[src/rtl/mac_pkg.sv]
// Shared MAC definitions: framer states, Ethernet framing constants, CRC-32 constants.
package mac_pkg;

  typedef enum logic [2:0] {
    IDLE,
    PRE,
    SFD,
    DATA,
    PAD,
    FCS,
    IFG
  } tx_state_t;

  localparam logic [7:0]  ETH_PREAMBLE    = 8'h55;
  localparam logic [7:0]  ETH_SFD         = 8'hD5;
  localparam logic [31:0] CRC32_POLY_REFL = 32'hEDB88320;
  localparam logic [31:0] CRC32_INIT      = 32'hFFFFFFFF;

  localparam int unsigned BYTE_CNT_W = 11;
  localparam int unsigned AUX_CNT_W  = 8;

  // FCS byte idx (0 = first on the wire) of the complemented running CRC.
  function automatic logic [7:0] fcs_byte(input logic [31:0] crc, input logic [1:0] idx);
    logic [31:0] fcs;
    fcs      = ~crc;
    fcs_byte = 8'(fcs >> {idx, 3'b000});
  endfunction

endpackage

[src/rtl/crc32_byte.sv]
// One-byte step of the reflected IEEE 802.3 CRC-32 (LSB of the byte first).
module crc32_byte
  import mac_pkg::*;
(
  input  logic [31:0] crc,
  input  logic [7:0]  data,
  output logic [31:0] crc_next_c
);

  // Eight serial LFSR steps unrolled into one combinational stage.
  always_comb begin
    logic [31:0] c;
    c = crc;
    for (int i = 0; i < 8; i++) begin
      c = (c[0] ^ data[i]) ? ((c >> 1) ^ CRC32_POLY_REFL) : (c >> 1);
    end
    crc_next_c = c;
  end

endmodule

[src/rtl/mac_tx_framer.sv]
// Transmit framer: preamble/SFD, payload, zero pad, FCS, then a forced inter-frame gap.
module mac_tx_framer
  import mac_pkg::*;
#(
  parameter int unsigned PREAMBLE_LEN = 7,
  parameter int unsigned MIN_FRAME    = 60,
  parameter int unsigned IFG_BYTES    = 12
) (
  input  logic       clk,
  input  logic       rst,
  input  logic [7:0] s_data,
  input  logic       s_valid,
  input  logic       s_last,
  output logic       s_ready,
  output logic [7:0] tx_data,
  output logic       tx_en,
  output logic       tx_er,
  output logic       tx_done,
  output logic       busy
);

  localparam int unsigned CMP_W = BYTE_CNT_W + 1;

  localparam logic [BYTE_CNT_W-1:0] BYTE_CNT_MAX = '1;
  localparam logic [CMP_W-1:0]      MIN_FRAME_W  = CMP_W'(MIN_FRAME);
  localparam logic [AUX_CNT_W-1:0]  PRE_LAST     = AUX_CNT_W'(PREAMBLE_LEN - 1);
  localparam logic [AUX_CNT_W-1:0]  IFG_LAST     = AUX_CNT_W'(IFG_BYTES - 1);
  localparam logic [AUX_CNT_W-1:0]  FCS_LAST     = AUX_CNT_W'(3);
  localparam tx_state_t             FIRST_STATE  = (PREAMBLE_LEN > 1) ? PRE : SFD;
  localparam tx_state_t             END_STATE    = (IFG_BYTES == 0) ? IDLE : IFG;

  tx_state_t             state_q, state_d;
  logic [BYTE_CNT_W-1:0] byte_cnt_q, byte_cnt_d;
  logic [AUX_CNT_W-1:0]  aux_q, aux_d;
  logic [31:0]           crc_q, crc_d;
  logic [31:0]           crc_upd_c;
  logic [7:0]            crc_in_c;
  logic [CMP_W-1:0]      byte_inc_c;
  logic [BYTE_CNT_W-1:0] byte_sat_c;
  logic [7:0]            tx_data_d;
  logic                  tx_en_d, tx_er_d, tx_done_d;

  // Pad bytes are zeros; everything else folded into the CRC is the accepted payload byte.
  assign crc_in_c   = (state_q == PAD) ? 8'h00 : s_data;
  assign byte_inc_c = CMP_W'(byte_cnt_q) + CMP_W'(1);
  assign byte_sat_c = (byte_cnt_q == BYTE_CNT_MAX) ? BYTE_CNT_MAX : byte_cnt_q + BYTE_CNT_W'(1);

  crc32_byte u_crc (
    .crc        (crc_q),
    .data       (crc_in_c),
    .crc_next_c (crc_upd_c)
  );

  assign s_ready = (state_q == DATA);
  assign busy    = (state_q != IDLE);

  // Next state, counters, CRC and the byte to register toward the serializer.
  always_comb begin
    state_d    = state_q;
    byte_cnt_d = byte_cnt_q;
    aux_d      = aux_q;
    crc_d      = crc_q;
    tx_data_d  = 8'h00;
    tx_en_d    = 1'b0;
    tx_er_d    = 1'b0;
    tx_done_d  = 1'b0;
    unique case (state_q)
      IDLE: begin
        // The first preamble byte goes out on the cycle after s_valid is seen.
        if (s_valid) begin
          tx_data_d = ETH_PREAMBLE;
          tx_en_d   = 1'b1;
          aux_d     = AUX_CNT_W'(1);
          state_d   = FIRST_STATE;
        end
      end
      PRE: begin
        tx_data_d = ETH_PREAMBLE;
        tx_en_d   = 1'b1;
        aux_d     = aux_q + AUX_CNT_W'(1);
        if (aux_q == PRE_LAST) state_d = SFD;
      end
      SFD: begin
        tx_data_d  = ETH_SFD;
        tx_en_d    = 1'b1;
        crc_d      = CRC32_INIT;
        byte_cnt_d = '0;
        aux_d      = '0;
        state_d    = DATA;
      end
      DATA: begin
        tx_en_d = 1'b1;
        if (s_valid) begin
          tx_data_d  = s_data;
          crc_d      = crc_upd_c;
          byte_cnt_d = byte_sat_c;
          if (s_last) begin
            aux_d   = '0;
            state_d = (byte_inc_c < MIN_FRAME_W) ? PAD : FCS;
          end
        end else begin
          // Underrun: mark the byte as errored and close the frame without an FCS.
          tx_er_d   = 1'b1;
          tx_done_d = 1'b1;
          aux_d     = '0;
          state_d   = END_STATE;
        end
      end
      PAD: begin
        tx_en_d    = 1'b1;
        crc_d      = crc_upd_c;
        byte_cnt_d = byte_sat_c;
        if (byte_inc_c == MIN_FRAME_W) state_d = FCS;
      end
      FCS: begin
        tx_data_d = fcs_byte(crc_q, aux_q[1:0]);
        tx_en_d   = 1'b1;
        aux_d     = aux_q + AUX_CNT_W'(1);
        if (aux_q == FCS_LAST) begin
          tx_done_d = 1'b1;
          aux_d     = '0;
          state_d   = END_STATE;
        end
      end
      IFG: begin
        aux_d = aux_q + AUX_CNT_W'(1);
        if (aux_q == IFG_LAST) begin
          aux_d   = '0;
          state_d = IDLE;
        end
      end
      default: state_d = IDLE;
    endcase
  end

  // State, counters, CRC and registered transmit outputs.
  always_ff @(posedge clk or negedge rst) begin
    if (!rst) begin
      state_q    <= IDLE;
      byte_cnt_q <= '0;
      aux_q      <= '0;
      crc_q      <= CRC32_INIT;
      tx_data    <= 8'h00;
      tx_en      <= 1'b0;
      tx_er      <= 1'b0;
      tx_done    <= 1'b0;
    end else begin
      state_q    <= state_d;
      byte_cnt_q <= byte_cnt_d;
      aux_q      <= aux_d;
      crc_q      <= crc_d;
      tx_data    <= tx_data_d;
      tx_en      <= tx_en_d;
      tx_er      <= tx_er_d;
      tx_done    <= tx_done_d;
    end
  end

endmodule
[config.mk]
export PLATFORM = sky130hd
export DESIGN_NAME = mac_tx_framer
export DESIGN_NICKNAME = d
export VERILOG_FILES = /design/src/rtl/mac_pkg.sv /design/src/rtl/crc32_byte.sv /design/src/rtl/mac_tx_framer.sv
export SDC_FILE = /design/constraint.sdc
export NUM_CORES = 1
export LEC_CHECK = 0
export CELL_PAD_IN_SITES_DETAIL_PLACEMENT = 1
export CELL_PAD_IN_SITES_GLOBAL_PLACEMENT = 2
export CORE_MARGIN = 10
export CORE_UTILIZATION = 43
export CTS_BUF_LIST = sky130_fd_sc_hd__clkbuf_8
export CTS_CLUSTER_DIAMETER = 60
export CTS_CLUSTER_SIZE = 12
export DETAILED_ROUTE_END_ITERATION = 7
export PLACE_DENSITY = 0.84
export SLEW_MARGIN = 5
export SYNTH_ARGS = -nofsm -noshare
export SYNTH_HDL_FRONTEND = slang
export SYNTH_SLANG_ARGS = --single-unit
[constraint.sdc]
create_clock -name clk -period 5.3 [get_ports clk]
set_input_delay 1.06 -clock clk [delete_from_list [all_inputs] [get_ports clk]]
set_output_delay 1.06 -clock clk [all_outputs]
set_load 0.01 [all_outputs]
Word level (Yosys, flattened, before mapping)
Cells that the tools add are included.
{ "word_totals": {"elab_cells": 94, "in_bits": 12, "regBits": 65, "out_inout_bits": 13} }
{ "op_classes": {"eq_ne": 18, "n_shift": 1, "n_reduce_logical": 8, "muxes": 38, "n_lt_le_gt_ge": 1, "addsub": 3, "n_bitwise": 17} }
{ "op_table": {"columns": ["cell", "n"], "rows": [
  ["32-bit 2-to-1 mux", 9],
  ["13-bit inverter with 14-bit output", 8],
  ["32-bit one-hot mux with 3 select lines", 1],
  ["8-bit 2-to-1 mux", 7],
  ["8-bit one-hot mux with 6 select lines", 1],
  ["8-bit one-hot mux with 5 select lines", 1],
  ["11-bit one-hot mux with 3 select lines", 1],
  ["32-bit inverter", 1],
  ["32-bit by 5-bit >> shifter with 8-bit output", 1],
  ["11-bit 2-to-1 mux", 2],
  ["3-bit 2-to-1 mux", 7],
  ["3-bit one-hot mux with 7 select lines", 1],
  ["11-bit by 1-bit adder with 12-bit output (second input constant)", 1],
  ["12-bit by 6-bit == test with 1-bit output (second input constant)", 1],
  ["12-bit by 6-bit less-than comparator with 1-bit output (second input constant)", 1],
  ["11-bit by 1-bit adder with 11-bit output (second input constant)", 1],
  ["11-bit == test (second input constant)", 1],
  ["2-bit inequality test (second input constant)", 5],
  ["3-bit == test (second input constant)", 3],
  ["8-bit by 1-bit adder with 8-bit output (second input constant)", 1],
  ["8-bit by 2-bit == test with 1-bit output (second input constant)", 1],
  ["8-bit by 3-bit == test with 1-bit output (second input constant)", 1],
  ["8-bit by 4-bit == test with 1-bit output (second input constant)", 1],
  ["1-bit bitwise XOR", 8],
  ["14 further kinds", 21]
]} }

Logic depth before layout (Yosys ltp)
Gate-level depths: netlist (run 1).
{ "logic_depth": {"depth_word": 20, "ltp_mapped": 9, "depth_no_buf": 8} }

Hierarchy
A second synthesis (run 1) with hierarchy kept.
{ "unflattened": {"cells_unflattened": 398, "hier_area_um2": 4554.4} }
{ "by_module_without_submodules": {"columns": ["mod", "n_inst", "area_each_um2", "seq_area_each_um2", "cells_each"], "rows": [
  ["mac_tx_framer", 1, 3550.9, 1666.6, 336],
  ["crc32_byte", 1, 1003.5, 0.0, 62]
]} }

Worst setup path after synthesis (run 1)
OpenSTA, ideal clock, no wires.
{ "synth_timing": {"path_kind": "in2reg", "from": "in s_data[6]", "to": "reg crc_q[19]", "slack_ns": 2.922, "arrival_time_ns": 2.305, "stages": 6, "t_required_ns": 5.227, "setup_time_ns": 0.073, "path_buffers": 0, "path_cell_list": "xnor2_1 > nor2_1 > xnor2_1 > xnor2_1 > xnor3_1 > a21oi_1"} }
{ "synth_via": {"elab_chain_cells": 7} }
{ "synth_rtl": {"columns": ["element", "line", "rtl"], "rows": [
  ["start, declared", "mac_tx_framer.sv:11", "input logic [7:0] s_data,"],
  ["8-bit 2-to-1 mux *", "mac_tx_framer.sv:44", "assign crc_in_c = (state_q == PAD) ? 8'h00 : s_data;"],
  ["1-bit bitwise XOR *", "crc32_byte.sv:15", "c = (c[0] ^ data[i]) ? ((c >> 1) ^ CRC32_POLY_REFL) : (c >> 1);"],
  ["32-bit 2-to-1 mux *", "crc32_byte.sv:15", null],
  ["13-bit inverter with 14-bit output (no source line)", null, null],
  ["32-bit 2-to-1 mux *", "crc32_byte.sv:15", null],
  ["32-bit 2-to-1 mux", "mac_tx_framer.sv:93", "if (s_valid) begin"],
  ["32-bit one-hot mux with 3 select lines *", "mac_tx_framer.sv:67", "unique case (state_q)"],
  ["end signal, assigned", "mac_tx_framer.sv:151", "crc_q <= crc_d;"],
  ["end, declared", "mac_tx_framer.sv:35", "logic [31:0] crc_q, crc_d;"]
]} }
Mark *: on every way between the ends. The rest lies on a longest branch, timed or not. The select of a mux whose other input is x is not followed.
A chain may end at the register's enable or synchronous reset.

Worst setup path after layout (run 1)
{ "layout_timing": {"from": "reg state_q[1]", "to": "out s_ready"} }
{ "layout_via": {"elab_chain_cells": 1} }
{ "layout_rtl": {"columns": ["element", "line", "rtl"], "rows": [
  ["start, declared", "mac_tx_framer.sv:32", "tx_state_t state_q, state_d;"],
  ["start signal, assigned", "mac_tx_framer.sv:148", "state_q <= state_d;"],
  ["3-bit by 2-bit == test with 1-bit output", "mac_tx_framer.sv:54", "assign s_ready = (state_q == DATA);"],
  ["end, declared", "mac_tx_framer.sv:14", "output logic s_ready,"]
]} }
No other way between the ends.

==> results.cfg, run 1 <==
[finish]
n_fill_cell = 1077
nets = 459
diodes = 0
postLayoutCoreUtil_pct = 49.7
multiInputGateArea_mm2 = 0.00235
seqCellArea_mm2 = 0.00167
stdcell_count = 577
drive_gt1_share_pct = 15.6
areaGrowthSynthToFinish_pct = 11.7

[synth]
synth-edff-count = 0
synth_compound_area_share_pct = 14.8
synth.area.mux_share_pct = 5.09
ys.flop_type = dfrtp_1
synth_fa_ha_area_share_pct = 1.21
netlist_area_mm2 = 0.00415
syn-num-nets = 445
async_reset_ff_share_pct = 100
synth_sequential_area_ratio_pct = 40.1
synth.distinct_cells = 51
avgSynthCellArea_um2 = 9.68
yosysWarnings = 0
synthCells = 429
synth_top_family_by_area = XOR/XNOR gates
synth_seq_cells = 65
synth-simple-area-share_pct = 14.6
synth_xor_area_share_pct = 20.8

[global_route]
grt_pass1_vias = 3336
grt_max_degree = 46
grt_pass1_wl_um = 18200
grt.overflow.total = 0
antenna_found_initial = 0
grt_use_total_pct = 15.7

[drt]
dr.pass1.iters = 4
wl_per_cell_um = 19.0
drt_iter0_drc = 183
drc = 0
drt_wl_total_um = 11000
drtAntennaViolNets = 0
via_per_inst = 5.54
dr_total_vias = 3198

[setup_path]
cp_max_fo = 26
worstSetupPathType = flip-flop to output pin
critPathTopFamily = flip-flops
cp.required_ns = 4.24
max_stage_delay_ns = 0.89
path_buf_inv = 2
startpoint_type = flip-flop
crit_slowest_cell = dfrtp_1
cp_cell_sequence = nor2b_1, nand2_1, inv_1, clkdlybuf4s50_1
worstSetupEndpointType = output pin
crit_arrival_ns = 2.26

[worst_hold_path]
holdCritPathClass = flip-flop to flip-flop

[placed_design]
placed_cells = 561
hpwl_um = 7690
portBuffers = 24
gp_congestion = 0.817

[sta]
fin_skew_ns = 0.00840
rsz0062_at_grt = no
fin_tns_setup_ns = 0
worst_pin_slew_ns = 0.939
min_period_ns = 3.32
hold_slack_ns = 0.520
setup_violations = 0
drv_slew = 0
hold_viol_final = 0
fmax_ghz = 0.301
period_share_pct = 62.6
relSlewSlack_pct = 37.4

[clock_tree]
clk_latency_ns = 0.34
cts_sinks = 65
cts.repair.resized = 0
cts_hold_buf = 0
post-cts-setup-buffers = 0
cts-htree-levels = 3
cts_root_buf = clkbuf_8
clockBufferDepth = 2
cts_buffers = 9
cts_tree = done
clk_pin_slew_worst_paths_ns = 0.07

[run]
max_cap_violations = 0

[die]
floorplan.initialDensity_pct = 44.5
die-width_um = 118
die_y_um = 118
row_count = 35
io_pins = 25
core-area_mm2 = 0.00933
die_area_mm2 = 0.0140

[run_status]
status = complete, no violations
metal layers:
| metal | vias to the layer above | share of wire (%) | global-route usage (%) |
|---|---|---|---|
| met1 | 1638 | 50 | 22.0 |
| met5 | - | 0 | 0 |
| met3 | 12 | 4.2 | 3.33 |
| li1 | 1497 | - | - |
| met2 | 51 | 45 | 23.6 |
| met4 | 0 | 1.3 | 4.79 |
cell usage in the layout, fill, tap and decap left out, types with 2 or more instances in the layout:
| cell | n |
|---|---|
| nor3_1 | 5 |
| o31ai_1 | 2 |
| and3_1 | 4 |
| a21boi_0 | 2 |
| o22ai_1 | 9 |
| xnor2_1 | 53 |
| dfrtp_1 | 33 |
| a21o_1 | 3 |
| o21ai_0 | 18 |
| clkinv_2 | 3 |
| ha_1 | 4 |
| mux2i_1 | 2 |
| clkbuf_8 | 11 |
| clkdlybuf4s50_1 | 23 |
| inv_1 | 9 |
| nand2b_1 | 3 |
| nor2_1 | 49 |
| a31oi_1 | 2 |
| a22o_1 | 7 |
| o22a_1 | 5 |
| nor2b_1 | 7 |
| a21oi_1 | 45 |
| buf_4 | 3 |
| xnor3_1 | 2 |
| nand3_1 | 14 |
| xor2_1 | 30 |
| xor2_2 | 3 |
| and2_1 | 4 |
| mux4_2 | 8 |
| o32ai_1 | 2 |
| dfstp_2 | 32 |
| nand2_4 | 2 |
| nand2_1 | 28 |
cell type report:
type	count	share of cell area, %
multi-input combinational	333	50.7
sequential	65	36.0
timing repair buffer	27	5.56
tap	129	3.48
clock buffer	11	3.27
inverter	7	0.567
clock inverter	5	0.486
Yosys cell counts, types with 3 or more instances:
master	instances	share of area, %
a21o_1	3	0.54
a21oi_1	45	5.4
a22o_1	7	1.5
and2_1	4	0.60
and3_1	4	0.60
buf_6	3	0.81
clkbuf_1	19	1.7
dfrtp_1	33	20
dfstp_2	32	20
ha_1	4	1.2
inv_1	7	0.63
mux4_2	8	4.3
nand2_1	28	2.5
nand2b_1	3	0.45
nand3_1	14	1.7
nor2_1	49	4.4
nor2b_1	7	1.1
nor3_1	5	0.60
o21ai_0	19	2.3
o22a_1	5	1.1
o22ai_1	9	1.4
xnor2_1	53	11
xor2_1	30	6.3
xor2_2	3	1.2
through the flow:
stage / worst slack (ns) / cell area (um^2)
6_report: 1.98 / 4640
3_5_place_dp: 1.82 / 4460
3_3_place_gp: 1.90 / 4460
2_1_floorplan: 2.92 / 4150
5_1_grt: 1.88 / 4640
4_1_cts: 1.96 / 4640
kinds of logic (layout without fill, tap and decap cells):
kind of cell | count (synthesis) | count (layout)
xor+xnor | 90 | 90
fa+ha+maj | 4 | 4
mux | 11 | 11
buf+inv | 31 | 50
compound gates | 102 | 102
flops | 65 | 65
simple gates | 126 | 126
path summary, 6_finish.rpt:
| kind | slack [ns] | startpoint | cells after the start | to |
|---|---|---|---|---|
| worst max-delay path | 1.98 | state_q[1] | 4 | s_ready |
| worst min-delay path | 0.52 | crc_q[14] | 2 | crc_q[14] |
| worst max register to register | 2.29 | state_q[0] | 6 | crc_q[5] |
| worst min register to register | 0.52 | crc_q[14] | 2 | crc_q[14] |
| max in group asynchronous | 3.63 | rst | 2 | byte_cnt_q[8] |
| min in group asynchronous | 1.01 | rst | 1 | crc_q[1] |
worst min-delay path, delay by kind of cell (launching register included):
family | cells | cell delay, ns
flops | 1 | 0.38
simple gates | 1 | 0.10
compound gates | 1 | 0.04
registers in the layout (all words and copies together) (netlist names):
signal and cells:
aux_q 8, byte_cnt_q 11, crc_q 32, state_q 3
tx_data 8, tx_done 1, tx_en 1, tx_er 1
Power of run 1 is left out: the tool's default activity adds up to more than one toggle a clock period on the data nets, which glitch-free logic cannot reach.
==> run 2, diff against run 1 <==
- CORE_UTILIZATION: 43 -> 40
- PLACE_DENSITY: 0.84 -> 0.78
- clock period: 5.3 -> 3.5 ns (I/O delays scaled with it)
==> run 2 against run 1 <==
  * Routed wire length up 3.0%
  * Sequential cell count unchanged
  * Via count grew 0.72%
  * Design area rose by 2.0%
  * Clock skew decreased by 0.0022 ns
  * Hold slack worse by 0.090 ns
  * Worst setup slack got worse by 1.2 ns
  * First-iteration DRC count down 18%
  * Final cell count increased by 3.1%
  * Non-clock buffer count grew 11
  * Critical endpoint unchanged
  * Highest routed layer unchanged
==> results.cfg, run 2 (synthesized netlist as in run 1, its figures left out) <==
[clock_tree]
cts_buffers = 9
clk_pin_slew_worst_paths_ns = 0.07
clk_latency_ns = 0.36
cts_hold_buf = 0
cts.repair.resized = 0
post-cts-setup-buffers = 0
cts_sinks = 65
clockBufferDepth = 2
cts-htree-levels = 3
cts_tree = done
cts_root_buf = clkbuf_8

[placed_design]
dp_slack_ns = 0.667
hpwl_um = 8060
gp_congestion = 0.868
placed_cells = 579
portBuffers = 24

[die]
die_area_mm2 = 0.0149
floorplan.initialDensity_pct = 40.6
die-width_um = 122
core-area_mm2 = 0.0102
row_count = 37
io_pins = 25
die_y_um = 122

[finish]
diodes = 0
layout_commonest_cell = xnor2_1
nets = 470
top_register = crc_q
drive_gt1_share_pct = 17.6
stdcell_count = 595
final_cell_mix = 53 x xnor2_1, 49 x nor2_1, 45 x a21oi_1
reg_top3 = crc_q x32, byte_cnt_q x11
postLayoutCoreUtil_pct = 46.2
largest_register_ffs = 32
areaGrowthSynthToFinish_pct = 13.9

[drt]
via_per_inst = 5.41
wl_per_cell_um = 19.0
drt_wl_total_um = 11300
dr_total_vias = 3221
drc = 0
drtAntennaViolNets = 0
dr.pass1.iters = 4
drt_iter0_drc = 150

[sta]
rsz0062_at_grt = no
period_share_pct = 78.4
fin_tns_setup_ns = 0
worst_pin_slew_ns = 0.858
setup_slack_ns = 0.757
relSlewSlack_pct = 42.8
fmax_ghz = 0.365
drv_slew = 0
min_period_ns = 2.74
fin_skew_ns = 0.00622
setup_violations = 0
hold_viol_final = 0

[worst_hold_path]
holdCritPathClass = input pin to async pin

[setup_path]
startpoint_type = flip-flop
max_stage_delay_ns = 0.53
critPathLaunch = state_q[1]
cp.required_ns = 2.80
r2r_setup_slack_ns = 0.84
worstSetupPathType = flip-flop to output pin
crit_slowest_cell = clkdlybuf4s50_1
cp_max_fo = 24
path_buf_inv = 3
worstSetupEndpointType = output pin
worstReg2RegEnd = aux_q[7]
critPathTopFamily = buffers and inverters
reg2reg_from = aux_q[0]
cp_cell_sequence = buf_4, nor2b_1, nand2_1, inv_1, clkdlybuf4s50_1
crit_arrival_ns = 2.04
reg2reg_depth = 7
critical_path_depth = 5

[global_route]
grt_max_degree = 39
grt_pass1_vias = 3442
grt.overflow.total = 0
grt_use_total_pct = 16.2
grt_pass1_wl_um = 19000
antenna_found_initial = 0

[run_status]
status = complete, no violations

[run]
max_cap_violations = 0
run 2: cell count changes in the layout (fill, tap and decap cells not counted), sizes merged:
cell / before / now
buf: 4 / 15
run 2: worst max path at each step:
stage / end / slack [ns]
after floorplan: crc_q[18] / 1.41
after global placement: crc_q[19] / 0.70
after detailed placement: crc_q[19] / 0.67
after CTS: s_ready / 0.75
after global routing: aux_q[7] / 0.57
final: s_ready / 0.76
run 2: area by class of cell:
class / count / area, um^2
clock buffer: 11 / 151
tap: 136 / 170
inverter: 7 / 26.3
sequential: 65 / 1670
clock inverter: 5 / 22.5
fill: 1190 / 5500
multi-input combinational: 333 / 2350
timing repair buffer: 38 / 340
run 2: metrics by stage:
| stage | cell area (um^2) | hold WS, ns |
|---|---|---|
| finish | 4730 | 0.431 |
| global route | 4730 | 0.493 |
| CTS | 4730 | 0.460 |
| detailed placement | 4550 | 0.515 |
| global placement | 4550 | 0.498 |
| floorplan | 4150 | 0.404 |
run 2: metal layers:
metal	track usage, %	vias to the layer above	part of all wire, %
li1	-	1524	-
met1	23.0	1624	51
met2	23.3	54	43
met3	3.61	19	4.0
met4	6.33	0	2.3
met5	0	-	0
Power of run 2 is left out for the same reason.
